===== src/rtl/fm_sweep_pkg.sv =====
// Shared widths, default sizes and FSM encoding for the FM hop-sweep controller.
package fm_sweep_pkg;
  localparam int DEPTH_DEF = 8;
  localparam int DW_W_DEF  = 16;
  localparam int FC_W      = 24;
  localparam int FD_W      = 16;

  typedef enum logic {
    ST_IDLE = 1'b0,
    ST_RUN  = 1'b1
  } state_t;
endpackage


===== src/rtl/fm_hop_table.sv =====
// Hop table: one write port, one combinational read port, cleared by reset.
module fm_hop_table
  import fm_sweep_pkg::*;
#(
  parameter int DEPTH = DEPTH_DEF,
  parameter int DW_W  = DW_W_DEF
) (
  input  logic                     clk,
  input  logic                     rst,
  input  logic                     we,
  input  logic [$clog2(DEPTH)-1:0] wr_addr,
  input  logic [FC_W-1:0]          wr_fc,
  input  logic [FD_W-1:0]          wr_fd,
  input  logic [DW_W-1:0]          wr_dwell,
  input  logic [$clog2(DEPTH)-1:0] rd_addr,
  output logic [FC_W-1:0]          rd_fc,
  output logic [FD_W-1:0]          rd_fd,
  output logic [DW_W-1:0]          rd_dwell
);
  logic [FC_W-1:0] fc_mem    [DEPTH];
  logic [FD_W-1:0] fd_mem    [DEPTH];
  logic [DW_W-1:0] dwell_mem [DEPTH];

  // Flop-based rather than block RAM: the whole table must clear on reset.
  always_ff @(posedge clk or negedge rst) begin
    if (!rst) begin
      for (int i = 0; i < DEPTH; i++) begin
        fc_mem[i]    <= '0;
        fd_mem[i]    <= '0;
        dwell_mem[i] <= '0;
      end
    end else if (we) begin
      fc_mem[wr_addr]    <= wr_fc;
      fd_mem[wr_addr]    <= wr_fd;
      dwell_mem[wr_addr] <= wr_dwell;
    end
  end

  assign rd_fc    = fc_mem[rd_addr];
  assign rd_fd    = fd_mem[rd_addr];
  assign rd_dwell = dwell_mem[rd_addr];
endmodule


===== src/rtl/fm_sweep_ctrl.sv =====
// Steps fc/fd through a programmable hop table, holding each entry for its dwell count.
module fm_sweep_ctrl
  import fm_sweep_pkg::*;
#(
  parameter int DEPTH = DEPTH_DEF,
  parameter int DW_W  = DW_W_DEF
) (
  input  logic                     clk,
  input  logic                     rst,
  input  logic                     cfg_we,
  input  logic [$clog2(DEPTH)-1:0] cfg_addr,
  input  logic [FC_W-1:0]          cfg_fc,
  input  logic [FD_W-1:0]          cfg_fd,
  input  logic [DW_W-1:0]          cfg_dwell,
  input  logic [$clog2(DEPTH)-1:0] last_idx,
  input  logic                     loop_en,
  input  logic                     start,
  input  logic                     stop,
  output logic [FC_W-1:0]          fc,
  output logic [FD_W-1:0]          fd,
  output logic [$clog2(DEPTH)-1:0] hop_idx,
  output logic                     hop_strobe,
  output logic                     busy,
  output logic                     done
);
  localparam int AW = $clog2(DEPTH);

  state_t          state_reg, state_next;
  logic [FC_W-1:0] fc_reg, fc_next;
  logic [FD_W-1:0] fd_reg, fd_next;
  logic [AW-1:0]   idx_reg, idx_next;
  logic            strobe_reg, strobe_next;
  logic            busy_reg, busy_next;
  logic            done_reg, done_next;
  logic [DW_W-1:0] cnt_reg, cnt_next;
  logic [AW-1:0]   last_reg, last_next;
  logic            loop_reg, loop_next;

  logic [AW-1:0]   rd_addr;
  logic [FC_W-1:0] tbl_fc;
  logic [FD_W-1:0] tbl_fd;
  logic [DW_W-1:0] tbl_dwell;
  logic            load;

  fm_hop_table #(
    .DEPTH(DEPTH),
    .DW_W (DW_W)
  ) u_table (
    .clk     (clk),
    .rst     (rst),
    .we      (cfg_we && (state_reg == ST_IDLE)),
    .wr_addr (cfg_addr),
    .wr_fc   (cfg_fc),
    .wr_fd   (cfg_fd),
    .wr_dwell(cfg_dwell),
    .rd_addr (rd_addr),
    .rd_fc   (tbl_fc),
    .rd_fd   (tbl_fd),
    .rd_dwell(tbl_dwell)
  );

  // The read port always points at whichever entry the next load would take.
  assign rd_addr = (state_reg == ST_RUN && idx_reg < last_reg) ? idx_reg + 1'b1 : '0;

  always_ff @(posedge clk or negedge rst) begin
    if (!rst) begin
      state_reg  <= ST_IDLE;
      fc_reg     <= '0;
      fd_reg     <= '0;
      idx_reg    <= '0;
      strobe_reg <= 1'b0;
      busy_reg   <= 1'b0;
      done_reg   <= 1'b0;
      cnt_reg    <= '0;
      last_reg   <= '0;
      loop_reg   <= 1'b0;
    end else begin
      state_reg  <= state_next;
      fc_reg     <= fc_next;
      fd_reg     <= fd_next;
      idx_reg    <= idx_next;
      strobe_reg <= strobe_next;
      busy_reg   <= busy_next;
      done_reg   <= done_next;
      cnt_reg    <= cnt_next;
      last_reg   <= last_next;
      loop_reg   <= loop_next;
    end
  end

  always_comb begin
    state_next  = state_reg;
    fc_next     = fc_reg;
    fd_next     = fd_reg;
    idx_next    = idx_reg;
    strobe_next = 1'b0;
    busy_next   = busy_reg;
    done_next   = 1'b0;
    cnt_next    = cnt_reg;
    last_next   = last_reg;
    loop_next   = loop_reg;
    load        = 1'b0;

    case (state_reg)
      ST_IDLE: begin
        if (start && !stop) begin
          load       = 1'b1;
          last_next  = last_idx;
          loop_next  = loop_en;
          state_next = ST_RUN;
          busy_next  = 1'b1;
        end
      end
      ST_RUN: begin
        if (stop) begin
          state_next = ST_IDLE;
          busy_next  = 1'b0;
        end else if (cnt_reg == '0) begin
          if (idx_reg < last_reg || loop_reg) begin
            load = 1'b1;
          end else begin
            state_next = ST_IDLE;
            busy_next  = 1'b0;
            done_next  = 1'b1;
          end
        end else begin
          cnt_next = cnt_reg - 1'b1;
        end
      end
      default: begin
        state_next = ST_IDLE;
        busy_next  = 1'b0;
      end
    endcase

    // Counter holds the cycles remaining after the load cycle; dwell 0 behaves as 1.
    if (load) begin
      fc_next     = tbl_fc;
      fd_next     = tbl_fd;
      idx_next    = rd_addr;
      strobe_next = 1'b1;
      cnt_next    = (tbl_dwell == '0) ? '0 : tbl_dwell - 1'b1;
    end
  end

  assign fc         = fc_reg;
  assign fd         = fd_reg;
  assign hop_idx    = idx_reg;
  assign hop_strobe = strobe_reg;
  assign busy       = busy_reg;
  assign done       = done_reg;
endmodule


===== config.mk =====
export PLATFORM = sky130hd
export DESIGN_NAME = fm_sweep_ctrl
export DESIGN_NICKNAME = d
export VERILOG_FILES = /design/src/rtl/fm_sweep_pkg.sv /design/src/rtl/fm_hop_table.sv /design/src/rtl/fm_sweep_ctrl.sv
export SDC_FILE = /design/constraint.sdc
export NUM_CORES = 1
export LEC_CHECK = 0
export ABC_AREA = 1
export ABC_CLOCK_PERIOD_IN_PS = 4600
export CAP_MARGIN = 20
export CORE_MARGIN = 2
export CORE_UTILIZATION = 50
export DETAILED_ROUTE_END_ITERATION = 10
export PLACE_DENSITY = 0.75
export SLEW_MARGIN = 20
export SYNTH_ARGS = -nofsm -noshare
export SYNTH_HDL_FRONTEND = slang
export SYNTH_SLANG_ARGS = --single-unit

===== constraint.sdc =====
create_clock -name clk -period 4.6 [get_ports clk]
set_input_delay 0.46 -clock clk [delete_from_list [all_inputs] [get_ports clk]]
set_output_delay 0.46 -clock clk [all_outputs]
set_load 0.02 [all_outputs]

# Yosys cells after proc, flatten, opt, wreduce, memory -nomap -nowiden
# Index checks and enable logic that the tools add are counted.
# W data, S select, Z words.
[word_totals] regBits=515 latchBits=0 ramBits=0 mem_bits_ro=0 input_bits=68 elab_cells=101 mem_count=0
[classes] add_sub_neg=3 n_mul=0 n_div=0 n_lt_le_gt_ge=4 eq_ne=5 shifts=0 mux=40 bitwise=3 n_reduce_logical=12
[ops] operator="$bwmux W128" n=2
[ops] operator="$bwmux W192" n=1
[ops] operator="$mux W16" n=10
[ops] operator="$bmux W16 S3" n=2
[ops] operator="$bmux W24 S3" n=1
[ops] operator="$demux W24 S3" n=1
[ops] operator="$mux W24" n=3
[ops] operator="$demux W16 S3" n=1
[ops] operator="$logic_not A16 Y1" n=2
[ops] operator="$sub A16 B1 Y16 const B" n=2
[ops] operator="$mux W1" n=15
[ops] operator="$ge A4 B4 Y1 const B" n=2
[ops] operator="$not A3 Y4" n=2
[ops] operator="$pmux W1 S2" n=3
[ops] operator="$reduce_and A3 Y1" n=2
[ops] operator="$logic_and A1 B1 Y1" n=4
[ops] operator="$lt A4 B1 Y1 const B" n=1
[ops] operator="$ne A2 B1 Y1 const B" n=2
[ops] operator="$add A3 B1 Y3 const B" n=1
[ops] operator="$lt A3 B3 Y1" n=1
[ops] operator="$mux W3" n=1
[ops] operator="$ne A3 B2 Y1 const B" n=1
[ops] operator="$ne A3 B3 Y1 const B" n=1
[ops] operator="$ne A2 B2 Y1 const B" n=1
[ops] operator="5 further kinds" n=5

# Depth between registers and ports, before layout
# Gate-level depths: netlist of the first run.
[depth] depth_word=10 ltp_mapped=21 mapped_depth_nobuf=20

# Hierarchy
# From an unflattened synthesis of the first run, not the netlist that was laid out.
[unflattened] cells_unflattened=3543 area_unflattened_um2=25605.8
[modules_own_cells] module="fm_hop_table" instances=1 cells_each=3002 area_each_um2=21810.9 seq_area_each_um2=11210.8
[modules_own_cells] module="fm_sweep_ctrl" instances=1 cells_each=541 area_each_um2=3794.9 seq_area_each_um2=1676.6

# Worst setup path after synthesis of the first run
# Ideal clock, no wire load.
[synth_timing] kind="register to register" from="register idx_reg[2] (netlist: hop_idx[2])" to="register cnt_reg[4]" setup_time_ns=0.120 arrival_ns=2.955 required_time_ns=4.480 path_slack_ns=1.525 path_stages_with_launch=18 path_buffers=3 path_cell_list="dfrtp_1 ha_1 a21oi_2 nand4_4 buf_4 buf_2 o211ai_1 nand3_1 nand2_1 ha_1 nand3_2 nor2_4 nand3_2 o21ai_2 inv_2 buf_6 nand2_2 a21oi_2"
[synth_between] elab_chain_cells=10
[synth_lines] element="start: declaration" line="fm_sweep_ctrl.sv:31" text="logic [AW-1:0] idx_reg, idx_next;"
[synth_lines] element="start signal: assignment" line="fm_sweep_ctrl.sv:81" text="idx_reg <= idx_next;"
[synth_lines] element="$lt A3 B3 Y1" line="fm_sweep_ctrl.sv:63, fm_sweep_ctrl.sv:119"
[synth_lines] element="$logic_and A1 B1 Y1" line="fm_sweep_ctrl.sv:63" text="assign rd_addr = (state_reg == ST_RUN && idx_reg < last_reg) ? idx_reg + 1'b1 : '0;"
[synth_lines] element="$mux W3" line="fm_sweep_ctrl.sv:63"
[synth_lines] element="$not A3 Y4 (not written as such)" line="fm_hop_table.sv:41" text="assign rd_dwell = dwell_mem[rd_addr];"
[synth_lines] element="$bmux W16 S3" line="fm_hop_table.sv:41"
[synth_lines] element="$mux W16 (not written as such) (2 in series)" line="fm_hop_table.sv:41"
[synth_lines] element="$sub A16 B1 Y16 or $logic_not A16 Y1 (tied branches)" line="fm_sweep_ctrl.sv:142" text="cnt_next = (tbl_dwell == '0) ? '0 : tbl_dwell - 1'b1;"
[synth_lines] element="$mux W16" line="fm_sweep_ctrl.sv:142"
[synth_lines] element="$mux W16" line="fm_sweep_ctrl.sv:137" text="if (load) begin"
[synth_lines] element="end signal: assignment" line="fm_sweep_ctrl.sv:85" text="cnt_reg <= cnt_next;"
[synth_lines] element="end: declaration" line="fm_sweep_ctrl.sv:35" text="logic [DW_W-1:0] cnt_reg, cnt_next;"
# Parallel ways exist; a longest one is shown, timed or not. The select of a mux whose other input is x is not followed.
# A chain may end at the register's enable or synchronous reset.

# Worst setup path after layout of the first run
# Same ends and word-level chain as after synthesis.

==> results of run 1 <==
-- cells by family after synthesis --
group                      after synthesis  synth area share
DFF                                    515             0.553
adders and majority gates                5           0.00268
and+or+nand+nor                       1055             0.181
xor gates and xnor gates                18           0.00677
AOI/OAI and AO/OA                      809             0.183
buffers and inverters                  424            0.0726
-- synthesized netlist by cell type, types with 4 or more instances --
| master | count |
|---|---|
| xnor2_1 | 9 |
| o22ai_1 | 80 |
| nand2_1 | 694 |
| nand4_1 | 7 |
| nand3_1 | 79 |
| buf_6 | 7 |
| buf_4 | 7 |
| buf_2 | 16 |
| a22oi_1 | 40 |
| dfrtp_1 | 515 |
| o21ai_0 | 545 |
| a21oi_1 | 133 |
| clkbuf_1 | 145 |
| ha_1 | 5 |
| nand2_2 | 13 |
| buf_1 | 14 |
| inv_1 | 230 |
| o211ai_1 | 4 |
| nor3_1 | 11 |
| xor2_1 | 9 |
| nor2_1 | 237 |
-- cell usage in the layout (no fill, tap or decap), drive strengths merged --
cell	count
nor2	241
o21bai	1
o211ai	4
xor2	9
o22ai	80
a22oi	40
inv	239
bufinv	2
or2	3
nand3	82
xnor2	9
nor3	11
dfrtp	515
clkbuf	81
clkdlybuf4s50	112
nand4	9
dlygate4sd3	1
nand2	708
clkinvlp	2
a31oi	2
ha	5
buf	40
a21oi	135
o21ai	547
nand3b	1
clkinv	7
-- per-layer routing --
metal	vias up	routed length, um	global-route usage
met4	0	1350	0.0834
met1	9614	27200	0.372
met3	108	5120	0.0559
met2	811	29000	0.413
met5	-	0	0
li1	9243	-	-
-- stage by stage --
stage	utilization	cells	setup WS, ps	hold slack, ps	total power [W]
after floorplan	-	2826	1530	164	0.0139
after global placement	0.537	3396	703	460	0.0160
after detailed placement	0.537	3396	617	468	0.0163
after CTS	0.574	3493	573	371	0.0206
after global routing	0.574	3493	257	402	0.0223
final	0.574	3493	525	391	0.0207
-- where the power goes --
| group | total (W) | leakage [nW] | switching [W] | internal (W) |
|---|---|---|---|---|
| Sequential | 0.00800 | 6.41 | 0.00125 | 0.00676 |
| Clock | 0.00424 | 0.840 | 0.00179 | 0.00245 |
| Combinational | 0.00843 | 5.42 | 0.00542 | 0.00301 |
| Total | 0.0207 | 12.7 | 0.00846 | 0.0122 |
-- path summary, 6_finish.rpt --
| check | endpoint | from | slack (ps) |
|---|---|---|---|
| max reg2reg | cnt_reg[4]$_DFFE_PN0P_ | hop_idx[2]$_DFFE_PN0P_ | 520 |
| min in group asynchronous | u_table.dwell_mem[40]$_DFFE_PN0P_ | rst | 480 |
| max in group asynchronous | fc[6]$_DFFE_PN0P_ | rst | 2780 |
| max | cnt_reg[4]$_DFFE_PN0P_ | hop_idx[2]$_DFFE_PN0P_ | 520 |
| min reg2reg | u_table.dwell_mem[4]$_DFFE_PN0P_ | u_table.dwell_mem[4]$_DFFE_PN0P_ | 480 |
| min | last_reg[0]$_DFFE_PN0P_ | last_idx[0] | 390 |
-- timing repair --
action | CTS | global route
endpoints found under the setup margin | 0 | 0
hold buffers | 1 | 0
endpoints found under the hold margin | 27 | 0
-- worst min-delay path, delay by kind of cell --
family	cells	cell delay, ps
buffers and inverters	1	390
and+or+nand+nor	2	100
-- area by class of cell --
type | count | area [um2] | area share
well taps | 607 | 759 | 0.0286
repair buffers | 153 | 1520 | 0.0571
clock buffers | 81 | 1560 | 0.0588
clock inverters | 15 | 148 | 0.00556
inverters | 235 | 885 | 0.0333
flip-flops and latches | 515 | 12900 | 0.485
multi-input cells | 1887 | 8810 | 0.332
==> summary.txt, run 1 <==
Worst setup path
  • Crit Path Class: flip-flop to flip-flop
  • Worst path arrival time: around 4600 ps
  • Crit. path cell count: 15
  • Worst EP required: just over 5000 ps
  • Top delay family on crit path: simple AND/OR/NAND/NOR gates
  • CP cell instances: ha_1, a21oi_2, nand4_4, inv_2, o211ai_1, nand3_1, nand2_1, ha_1, nand3_2, nor2_4, nand3_2, o21ai_2, inv_2, nand2_2, a21oi_2
  • CP Capture Type: flip-flop
  • Crit-path max cell delay: around 750 ps
  • CP Buf/Inv Count: 2
  • Worst r2r path cells: 15
  • Crit path max fanout: 31
  • Startpoint types: flip-flop
  • Slowest stage cell, crit path: inv_2

Logic synthesis
  • Yosys top cell area share: 0.553
  • Ys Warns: 0
  • Top FF cell, synth: dfrtp_1
  • Async SR Flop Fraction: 1.00
  • Syn Inst Count: 2,826
  • Syn nets: just under 3,000
  • Post-synth EDFFs: 0
  • Synthesized cell area: between 0.02 and 0.025 mm2
  • Mean Syn Cell Area: 8.25 um2
  • Largest cells by area after synthesis: dfrtp_1 (55%), o21ai_0 (12%), nand2_1 (11%), nor2_1 (3.8%), inv_1 (3.7%)
  • Seq/Total Area, Yosys: 0.553
  • Cell type with the largest total area after synthesis: dfrtp_1
  • Netlist cell types: 40
  • #FFs+latches synth: 515

Detailed routing
  • Post-route ant nets: 0
  • Vias: slightly below 20,000
  • Routed WL per cell: 17.9 um
  • DRT iter0 DRCs: 1,971
  • Vias per cell: 5.66
  • DR pass1 iterations: 6
  • Detailed Route WL: ~63 mm
  • Drt drc: 0

STA
  • Fin. max-slew vios: 0
  • Setup Viol. Count Final: 0
  • Setup_tns: 0 ps
  • Post-route clock skew: approximately 16 ps
  • Fin crit share: 0.886
  • Slew @ Worst Pin: roughly 1000 ps
  • RSZ-0062 raised after global routing: no
  • Fmax achieved: about 250 MHz
  • Tmin final: 4080 ps
  • Fin. Hold Viols: 0
  • Rel. slew slack: 0.334

Global route
  • GRT Residual Overflow: 0
  • GRT Util Overall: 0.265
  • Vias in the first global route: around 19,000
  • Number of antenna violations at the first check in global routing: 0
  • First-pass GRT wire length: about 100 mm
  • Pin count of the biggest net entering global routing: 120

Clocking
  • Clk buf depth: 3
  • Insertion delay to the later sink of the worst-skew pair: 600 ps
  • Post-CTS sizing: 0
  • CTS tree: built
  • Cell chosen for the clock root: clkbuf_16
  • Number of post-CTS setup repair buffers: 0
  • H-tree lvl count: 2
  • Reg clk slew, reported paths: about 60 ps
  • Clock Sinks: roughly 500
  • CTS Buf Count: 52

Die
  • Ports: approximately 110
  • Std cell rows: 79
  • Die extent in y: around 220 um
  • Core Region: between 0.04 and 0.05 mm2
  • Die area: a little under 0.05 mm2
  • Die extent in x: 220 um
  • Initial Utilization: 0.504

Cells and area
  • Biggest register: u_table.fc_mem
  • Diodes inserted: 0
  • Share of layout cells above drive strength 1: 0.0565
  • Largest regs: u_table.fc_mem x192, u_table.dwell_mem x128, u_table.fd_mem x128
  • Final nets: just under 3,000
  • Max reg flops: about 190
  • P&R area growth vs syn: 14.0%
  • Fill cell total of the finished layout: around 4,000
  • Final Cell Area: between 0.02 and 0.03 mm2

Outcome
  • Status: finished clean

Power and ir drop
  • PwrDens: between 700 and 800 mW/mm2
  • P_leak: around 13 nW
  • Maximum VDD drop: between 0.3 and 0.4 mV

Place
  • Routability cong.: around 0.87
  • I/O Buffers: ~110
  • Final HPWL DP: 36.4 mm
  • Placed Area: about 0.025 mm2

Min path
  • Hold Crit Class: input pin to flip-flop
  • Hold Path Depth: 3

Flow run
  • Max Cap Viol: 0
Power figures use the tool's default switching activity.
==> inputs of run 2 (changes only) <==
--- a/config.mk
+++ b/config.mk
@@ -12,7 +12,6 @@
 export CORE_UTILIZATION = 50
 export DETAILED_ROUTE_END_ITERATION = 10
 export PLACE_DENSITY = 0.75
-export SLEW_MARGIN = 20
 export SYNTH_ARGS = -nofsm -noshare
 export SYNTH_HDL_FRONTEND = slang
 export SYNTH_SLANG_ARGS = --single-unit
==> summary.txt, run 2 (same netlist as run 1, synthesis figures left out) <==
Detailed routing
  • Vias: 19,900 (+0.50%)
  • Post-route ant nets: 0 (unchanged)
  • Routed WL per cell: 17.9 um (-0.34%)
  • Vias per cell: 5.69 (+0.47%)
  • Detailed Route WL: 62.4 mm (-0.31%)
  • DRT iter0 DRCs: 1,969 (-0.10%)
  • Drt drc: 0 (unchanged)
  • DR pass1 iterations: 6 (unchanged)

Clocking
  • Cell chosen for the clock root: clkbuf_16
  • Clk buf depth: 3 (unchanged)
  • CTS tree: built
  • Insertion delay to the later sink of the worst-skew pair: 600 ps (about the same)
  • Post-CTS sizing: 0 (unchanged)
  • H-tree lvl count: 2 (unchanged)
  • Reg clk slew, reported paths: 60 ps (about the same)
  • CTS Buf Count: 52 (unchanged)
  • Clock Sinks: 515 (unchanged)

STA
  • Fmax achieved: 245 MHz (about the same)
  • Setup_tns: 0 ps (unchanged)
  • Rel. slew slack: 0.329 (-0.00498)
  • Tmin final: 4080 ps (+1.92 ps)
  • Post-route clock skew: 14.2 ps (-1.33 ps)
  • Fin. max-slew vios: 0 (unchanged)
  • Setup Viol. Count Final: 0 (unchanged)
  • Slew @ Worst Pin: 1010 ps (+7.47 ps)
  • RSZ-0062 raised after global routing: no
  • Fin. Hold Viols: 0 (unchanged)
  • Fin crit share: 0.886 (about the same)

Worst setup path
  • Startpoint types: flip-flop
  • CP cell instances: ha_1, a21oi_2, nand4_4, inv_2, o211ai_1, nand3_1, nand2_1, ha_1, nand3_2, nor2_4, nand3_2, o21ai_2, inv_2, nand2_2, a21oi_2
  • Crit Path Class: flip-flop to flip-flop
  • Worst EP required: 5110 ps (about the same)
  • Worst path arrival time: 4590 ps (about the same)
  • CP Buf/Inv Count: 2 (unchanged)
  • Slowest stage cell, crit path: inv_2
  • Crit-path max cell delay: 750 ps (about the same)
  • CP Capture Type: flip-flop
  • Top delay family on crit path: simple AND/OR/NAND/NOR gates
  • Crit path max fanout: 31 (unchanged)

Cells and area
  • Max reg flops: 192 (unchanged)
  • Final nets: 2,918 (+0.034%)
  • Biggest register: u_table.fc_mem
  • Most common cell after layout, fill and taps aside: nand2_1
  • Largest regs: u_table.fc_mem x192, u_table.dwell_mem x128, u_table.fd_mem x128
  • P&R area growth vs syn: 14.1% (about the same)
  • Share of layout cells above drive strength 1: 0.0568 (+0.000327)
  • Final Cell Area: 0.0266 mm2 (about the same)
  • Diodes inserted: 0 (unchanged)
  • Most frequent cells in the layout: nand2_1 (693), o21ai_0 (545), dfrtp_1 (515), nor2_1 (235), inv_1 (230)

Flow run
  • Max Cap Viol: 0 (unchanged)

Die
  • Initial Utilization: 0.504 (unchanged)
  • Die area: 0.0483 mm2 (unchanged)
  • Die extent in y: 220 um (unchanged)
  • Std cell rows: 79 (unchanged)
  • Ports: 114 (unchanged)
  • Die extent in x: 220 um (unchanged)
  • Core Region: 0.0463 mm2 (unchanged)

Power and ir drop
  • P_leak: 12.7 nW (about the same)
  • Int Pwr: 0.0122 W (about the same)
  • Maximum VDD drop: 0.393 mV (about the same)
  • Combinational share of power: 0.408 (about the same)
  • Clock power share: 0.205 (about the same)
  • Sw frac: 0.409 (about the same)
  • Seq pwr share: 0.387 (about the same)
  • Total power: 0.0207 W (about the same)
  • Switch Pwr: 0.00846 W (about the same)
  • PwrDens: 777 mW/mm2 (about the same)

Place
  • Routability cong.: 0.869 (unchanged)
  • I/O Buffers: 113 (unchanged)
  • Final HPWL DP: 36.4 mm (unchanged)
  • Placed Area: 0.0249 mm2 (unchanged)

Min path
  • Hold Crit Class: input pin to flip-flop

Global route
  • GRT Util Overall: 0.265 (unchanged)
  • GRT Residual Overflow: 0 (unchanged)
  • GR peak layer: met2
  • Number of antenna violations at the first check in global routing: 0 (unchanged)
  • Vias in the first global route: 19,400 (unchanged)
  • GR Util met2: 0.413 (unchanged)
  • Grt met1 use: 0.372 (unchanged)
  • Pin count of the biggest net entering global routing: 120 (unchanged)
  • Met3 Use GR: 0.0559 (unchanged)
  • First-pass GRT wire length: 102 mm (unchanged)

Outcome
  • Status: finished clean
## run 2: changes by cell type in the layout (fill, tap and decap cells not counted), sizes merged
cell  change
buf       +1
## run 2: cell type report
class / count / area [um2]
fill: 4003 / 19700
clock buffer: 81 / 1560
clock inverter: 15 / 148
timing repair buffer: 154 / 1540
sequential: 515 / 12900
inverter: 235 / 885
multi-input combinational: 1887 / 8810
tap: 607 / 759
## run 2: final timing paths
kind	start	endpoint	slack [ps]	cells after the start
worst max-delay path	hop_idx[2]$_DFFE_PN0P_	cnt_reg[4]$_DFFE_PN0P_	520	15
worst max register to register	hop_idx[2]$_DFFE_PN0P_	cnt_reg[4]$_DFFE_PN0P_	520	15
min in group asynchronous	rst	u_table.dwell_mem[40]$_DFFE_PN0P_	480	2
worst min-delay path	last_idx[0]	last_reg[0]$_DFFE_PN0P_	390	3
worst min register to register	u_table.dwell_mem[4]$_DFFE_PN0P_	u_table.dwell_mem[4]$_DFFE_PN0P_	480	2
max in group asynchronous	rst	u_table.fc_mem[77]$_DFFE_PN0P_	2770	3
## run 2: routing by layer
| layer | up-vias | wire, um |
|---|---|---|
| li1 | 9253 | - |
| met1 | 9678 | 26800 |
| met2 | 837 | 28800 |
| met3 | 107 | 5390 |
| met4 | 0 | 1310 |
| met5 | - | 0 |
## run 2: timing repair
| item | 4_1_cts | 5_1_grt |
|---|---|---|
| setup buffers | 0 | 0 |
| endpoints found under the hold margin | 27 | 0 |
| hold buffers | 1 | 0 |
## run 2: through the flow
stage	cells	util	setup slack, ps	hold slack, ps
2_1_floorplan	2826	-	1530	164
3_3_place_gp	3396	0.537	703	460
3_5_place_dp	3396	0.537	617	468
4_1_cts	3493	0.574	573	371
5_1_grt	3494	0.575	257	402
6_report	3494	0.575	523	392
## run 2: power groups by stage
stage               clock network, W  registers, W  logic (W)
floorplan                          0       0.00785    0.00603
global placement                   0       0.00790    0.00807
detailed placement                 0       0.00801    0.00832
CTS                          0.00430       0.00795    0.00839
global route                 0.00450       0.00823    0.00958
finish                       0.00424       0.00800    0.00844
## run 2: worst reg2reg max path: stages (launching register included)
cell	delay (ps)
dfrtp_1	420
ha_1	340
a21oi_2	370
nand4_4	580
inv_2	780
o211ai_1	220
nand3_1	110
nand2_1	120
ha_1	250
nand3_2	130
nor2_4	60
nand3_2	80
o21ai_2	80
inv_2	230
nand2_2	100
a21oi_2	140
